[config.mk]
export PLATFORM = sky130hd
export DESIGN_NAME = gauss_filter
export DESIGN_NICKNAME = d
export VERILOG_FILES = /design/src/rtl/gauss_filter_pkg.sv /design/src/rtl/gauss_tap_rom_ram.sv /design/src/rtl/gauss_filter.sv
export SDC_FILE = /design/constraint.sdc
export NUM_CORES = 2
export LEC_CHECK = 0
export ABC_AREA = 1
export CORE_UTILIZATION = 35
export DETAILED_ROUTE_END_ITERATION = 10
export HOLD_SLACK_MARGIN = 0.06
export SLEW_MARGIN = 20
export SYNTH_ARGS = -nofsm -noshare
export SYNTH_HDL_FRONTEND = slang
export SYNTH_SLANG_ARGS = --single-unit
[constraint.sdc]
create_clock -name clk -period 46.4 [get_ports clk]
set_clock_uncertainty 0.05 [all_clocks]
set_input_delay 4.64 -clock clk [delete_from_list [all_inputs] [get_ports clk]]
set_output_delay 4.64 -clock clk [all_outputs]
set_load 0.02 [all_outputs]
[src/rtl/gauss_filter_pkg.sv]
// Shared constants, FSM state type and default coefficient table for the
// Gaussian pulse-shaping filter.
package gauss_filter_pkg;

  localparam int unsigned GF_SAMPLE_PER_SYMBOL = 8;
  localparam int unsigned GF_COEF_WIDTH        = 16;
  localparam int unsigned GF_NUM_TAP           = 2 * GF_SAMPLE_PER_SYMBOL + 1;
  localparam int unsigned GF_SUM_GUARD         = 5;
  localparam int unsigned GF_TAP_IDX_WIDTH     = 5;
  localparam int          GF_CENTER_COEF       = 16384;

  typedef enum logic [1:0] {
    ST_IDLE  = 2'd0,
    ST_RUN   = 2'd1,
    ST_FLUSH = 2'd2
  } state_e;

  // Accumulator width: 5 guard bits cover up to 32 full-scale taps.
  function automatic int unsigned gf_sum_width(input int unsigned coef_width);
    return coef_width + GF_SUM_GUARD;
  endfunction

  // Reset table is a pass-through impulse on the centre tap.
  function automatic int gf_default_coef(input int k, input int num_tap);
    return (k == (num_tap - 1) / 2) ? GF_CENTER_COEF : 0;
  endfunction

endpackage

[src/rtl/gauss_tap_rom_ram.sv]
// Writable coefficient table, reloaded with the default impulse on reset.
module gauss_tap_rom_ram
  import gauss_filter_pkg::*;
#(
  parameter int unsigned NUM_TAP    = GF_NUM_TAP,
  parameter int unsigned COEF_WIDTH = GF_COEF_WIDTH
) (
  input  logic                                 clk,
  input  logic                                 rst,
  input  logic                                 wr_en_i,
  input  logic [GF_TAP_IDX_WIDTH-1:0]          wr_idx_i,
  input  logic [COEF_WIDTH-1:0]                wr_data_i,
  output logic [NUM_TAP-1:0][COEF_WIDTH-1:0]   coef_o
);

  logic [NUM_TAP-1:0][COEF_WIDTH-1:0] coef_q;

  // Addresses at or beyond NUM_TAP match no entry and are dropped.
  always_ff @(posedge clk or posedge rst) begin
    if (rst) begin
      for (int k = 0; k < int'(NUM_TAP); k++) begin
        coef_q[k] <= COEF_WIDTH'(gf_default_coef(k, int'(NUM_TAP)));
      end
    end else if (wr_en_i) begin
      for (int k = 0; k < int'(NUM_TAP); k++) begin
        if (wr_idx_i == GF_TAP_IDX_WIDTH'(k)) begin
          coef_q[k] <= wr_data_i;
        end
      end
    end
  end

  assign coef_o = coef_q;

endmodule

[src/rtl/gauss_filter.sv]
// Gaussian FIR on a +/-1 upsampled bit stream with per-packet tail flush.
module gauss_filter
  import gauss_filter_pkg::*;
#(
  parameter int unsigned SAMPLE_PER_SYMBOL      = GF_SAMPLE_PER_SYMBOL,
  parameter int unsigned GAUSS_FILTER_BIT_WIDTH = GF_COEF_WIDTH,
  parameter int unsigned NUM_TAP                = 2 * SAMPLE_PER_SYMBOL + 1,
  localparam int unsigned SUM_WIDTH             = gf_sum_width(GAUSS_FILTER_BIT_WIDTH)
) (
  input  logic                              clk,
  input  logic                              rst,
  input  logic                              bit_upsample,
  input  logic                              bit_upsample_valid,
  input  logic                              bit_upsample_valid_last,
  input  logic [GF_TAP_IDX_WIDTH-1:0]       tap_index,
  input  logic [GAUSS_FILTER_BIT_WIDTH-1:0] tap_value,
  input  logic                              tap_wr,
  output logic                              busy,
  output logic signed [SUM_WIDTH-1:0]       gauss_out,
  output logic                              gauss_out_valid,
  output logic                              gauss_out_valid_last
);

  localparam int unsigned FLUSH_LEN = (NUM_TAP - 1) / 2;
  localparam int unsigned FCNT_W    = $clog2(FLUSH_LEN);

  state_e                     state_q;
  logic [NUM_TAP-1:0]         hist_q;
  logic [NUM_TAP-1:0]         mask_q;
  logic [FCNT_W-1:0]          fcnt_q;
  logic                       phase_q;
  logic                       busy_q;
  logic signed [SUM_WIDTH-1:0] out_q;
  logic                       valid_q;
  logic                       last_q;

  logic [NUM_TAP-1:0][GAUSS_FILTER_BIT_WIDTH-1:0] coef_w;

  logic                       accept_c;
  logic                       flush_shift_c;
  logic                       shift_c;
  logic                       last_flush_c;
  logic [NUM_TAP-1:0]         hist_d;
  logic [NUM_TAP-1:0]         mask_d;
  logic signed [SUM_WIDTH-1:0] sum_d;

  gauss_tap_rom_ram #(
    .NUM_TAP    (NUM_TAP),
    .COEF_WIDTH (GAUSS_FILTER_BIT_WIDTH)
  ) u_taps (
    .clk       (clk),
    .rst       (rst),
    .wr_en_i   (tap_wr && (state_q == ST_IDLE)),
    .wr_idx_i  (tap_index),
    .wr_data_i (tap_value),
    .coef_o    (coef_w)
  );

  // Flush samples land on every second FLUSH cycle, starting with the second.
  assign accept_c      = bit_upsample_valid && (state_q != ST_FLUSH);
  assign flush_shift_c = (state_q == ST_FLUSH) && phase_q;
  assign shift_c       = accept_c || flush_shift_c;
  assign last_flush_c  = flush_shift_c && (fcnt_q == FCNT_W'(FLUSH_LEN - 1));

  assign hist_d = {hist_q[NUM_TAP-2:0], accept_c && bit_upsample};
  assign mask_d = {mask_q[NUM_TAP-2:0], accept_c};

  // Sum over the post-shift window so the result registers on the shift edge.
  always_comb begin
    sum_d = '0;
    for (int k = 0; k < int'(NUM_TAP); k++) begin
      if (mask_d[k]) begin
        if (hist_d[k]) sum_d = sum_d + SUM_WIDTH'($signed(coef_w[k]));
        else           sum_d = sum_d - SUM_WIDTH'($signed(coef_w[k]));
      end
    end
  end

  always_ff @(posedge clk or posedge rst) begin
    if (rst) begin
      state_q <= ST_IDLE;
      hist_q  <= '0;
      mask_q  <= '0;
      fcnt_q  <= '0;
      phase_q <= 1'b0;
      busy_q  <= 1'b0;
      out_q   <= '0;
      valid_q <= 1'b0;
      last_q  <= 1'b0;
    end else begin
      valid_q <= shift_c;
      last_q  <= last_flush_c;
      if (shift_c) begin
        out_q  <= sum_d;
        hist_q <= hist_d;
        mask_q <= mask_d;
      end
      unique case (state_q)
        ST_IDLE: begin
          if (accept_c) begin
            state_q <= bit_upsample_valid_last ? ST_FLUSH : ST_RUN;
            busy_q  <= 1'b1;
            fcnt_q  <= '0;
            phase_q <= 1'b0;
          end
        end
        ST_RUN: begin
          if (accept_c && bit_upsample_valid_last) begin
            state_q <= ST_FLUSH;
            fcnt_q  <= '0;
            phase_q <= 1'b0;
          end
        end
        ST_FLUSH: begin
          phase_q <= ~phase_q;
          if (flush_shift_c) fcnt_q <= fcnt_q + FCNT_W'(1);
          if (last_flush_c) begin
            state_q <= ST_IDLE;
            busy_q  <= 1'b0;
            mask_q  <= '0;
          end
        end
        default: begin
          state_q <= ST_IDLE;
          busy_q  <= 1'b0;
        end
      endcase
    end
  end

  assign busy                 = busy_q;
  assign gauss_out            = out_q;
  assign gauss_out_valid      = valid_q;
  assign gauss_out_valid_last = last_q;

endmodule

==> metrics.yaml <==
layout_commonest_cell: "nand2_1"
crit_family: "simple AND/OR/NAND/NOR gates"
fmax_ghz: 0.0392
syn_area_per_cell_um2: 6.44
cts_tree: "built"
overflow: 0
fin_tns_setup_ps: 0
vias: 38800
synth-main-ff-cell: "dfrtp_1"
drv_cap: 0
design.core.area_um2: 109000
drive_gt1_share_pct: 5.28
crit_path_max_fanout: 21
cp_common_cell: "nand2_1"
cts_setup_buffers: 0
initial_utilization_pct: 35.4
drc: 0
root_buffer: "clkbuf_16"
cpPeakStageDelay_ps: 600
wl_per_cell_um: 17.7
gp_congestion: 0.957
dp_hpwl_um: 104000
worst_pin_slew_ps: 1180
antenna_found_initial: 14
numCtsBuffers: 46
area_delta_synth_final_pct: 9.19
cts.sinks: 334
final_nets: 6338
numPortBuffers: 50
grt_pass1_wl_um: 205000
ctsHoldBuffers: 0
hold_viol_final: 0
critical_path_buf_inv_count: 12
status: "complete, no violations"
rows: 121
synth_cells: 5995
ctsResizeCount: 0
grt_use_total_pct: 23.3
synth_nets: 6377
hold_class: "flop to flop"
insertion_delay_ps: 640
ys_types: 57
ctsHtreeMaxLevel: 2
rsz0062_at_grt: "false"
synth-edff-count: 0
maxSlewHeadroom_pct: 21.6
grt_pass1_vias: 36100
cts_max_path_buffers: 3
synth.yosys.warnings: 0
ant_nets: 0
die-width_um: 334
layout_common_cells: "1588 x nand2_1, 601 x inv_1, 528 x o21ai_0"
routed_wl_um: 132000
dieArea_um2: 112000
clk_pin_slew_worst_paths_ps: 60
end_kind: "flop"
critPathSlowestCell: "clkdlybuf4s50_1"
worstPathRequired_ps: 46870
crit_arrival_ps: 25970
drt_iter0_markers: 3129
grt_max_degree: 150
drv_slew: 0
ios: 51
fp.dieH_um: 334
synth_seq_cells: 334
post-route-min-period_ps: 25510
worstSetupPathType: "input pin to flop"
viasPerCell: 5.19
first_pass_iters: 6
min_period_over_period_pct: 55.0
startpoint_type: "input pin"
seq_area_frac_synth_pct: 21.7
synthArstFlopShare_pct: 100
synthesis.area_um2: 38600
setup_viol: 0
worst paths after layout:
| kind | from | to | slack [ps] | cells past startpoint |
|---|---|---|---|---|
| min in group asynchronous | rst | state_q[0]$_DFFE_PP0P_ | 4520 | 2 |
| hold reg to reg | gauss_out[13]$_DFFE_PP0N_ | gauss_out[13]$_DFFE_PP0N_ | 430 | 2 |
| max in group asynchronous | rst | u_taps.coef_o[164]$_DFFE_PP0P_ | 39580 | 4 |
| hold / removal | gauss_out[13]$_DFFE_PP0N_ | gauss_out[13]$_DFFE_PP0N_ | 430 | 2 |
| setup / recovery | bit_upsample_valid | gauss_out[20]$_DFFE_PP0N_ | 20890 | 120 |
| setup reg to reg | hist_q[0]$_DFFE_PP0N_ | gauss_out[20]$_DFFE_PP0N_ | 24660 | 111 |
tightest hold or removal path: cells and delay by family (launching register included):
| kind | cells | cell delay (ps) |
|---|---|---|
| DFF | 1 | 340 |
| and+or+nand+nor | 2 | 100 |
final cells by class:
class	count	area, um2
Clock inverter	13	211
Fill cell	11800	67000
Timing Repair Buffer	88	798
Tap cell	1476	1850
Inverter	624	2350
Clock buffer	67	1360
Multi-Input combinational cell	4862	27200
Sequential cell	334	8360
Antenna cell	4	10.0
cell usage after synthesis, types with 10 or more instances:
| cell type | count | area [um2] |
|---|---|---|
| nand2_1 | 1588 | 5960 |
| inv_1 | 607 | 2280 |
| o21ai_0 | 528 | 2640 |
| nand3_1 | 469 | 2350 |
| nor2_1 | 454 | 1700 |
| a21oi_1 | 390 | 1950 |
| ha_1 | 339 | 4240 |
| dfrtp_1 | 333 | 8330 |
| xor2_1 | 241 | 2110 |
| xnor2_1 | 135 | 1180 |
| clkbuf_1 | 127 | 477 |
| nor3_1 | 114 | 571 |
| and2_1 | 109 | 682 |
| or2_2 | 94 | 588 |
| o21ai_1 | 47 | 235 |
| nand3_2 | 44 | 440 |
| nand4_1 | 43 | 269 |
| buf_2 | 39 | 195 |
| a31oi_1 | 35 | 219 |
| nor4_1 | 23 | 144 |
| nand3b_1 | 19 | 143 |
| o21bai_1 | 19 | 143 |
| o211ai_1 | 17 | 128 |
| fa_1 | 16 | 320 |
| nand2_2 | 13 | 81.3 |
| nor3b_1 | 13 | 97.6 |
| o31ai_1 | 12 | 90.1 |
| inv_2 | 10 | 37.5 |
through the flow:
stage          util, %  area, um2  cells  worst slack, ps  hold slack [ps]
6_report          38.6      42100   7468            20890              426
5_1_grt           38.6      42100   7465            19070              461
4_1_cts           38.6      42100   7464            21250              434
3_5_place_dp      37.1      40500   7384            20710              418
3_3_place_gp      37.1      40500   7384            20670              416
2_1_floorplan        -      38600   5995            24280              403
sequential cells by signal, indices dropped and copies added (netlist names):
name / cells
hist_q: 16
mask_q: 16
state_q: 2
phase_q: 1
busy: 1
u_taps.coef_o: 272
fcnt_q: 3
gauss_out: 21
gauss_out_valid_last: 1
gauss_out_valid: 1
routing by layer:
metal	part of all wire, %	vias to the layer above	GRT usage, %
met5	0.0099	-	0
met4	3.0	2	7.14
met3	5.5	164	2.34
met2	45	1035	37.9
met1	46	17900	32.2
li1	-	19700	-
logic make-up after synthesis:
logic type	synth area share [%]
and+or+nand+nor	34.2
DFF	21.7
buffers and inverters	7.99
adders and majority gates	11.8
xor gates and xnor gates	8.53
AOI/OAI and AO/OA	15.8
Power is not shown: default switching activity piles up to over one toggle a cycle in this logic, so the estimate is an artifact.
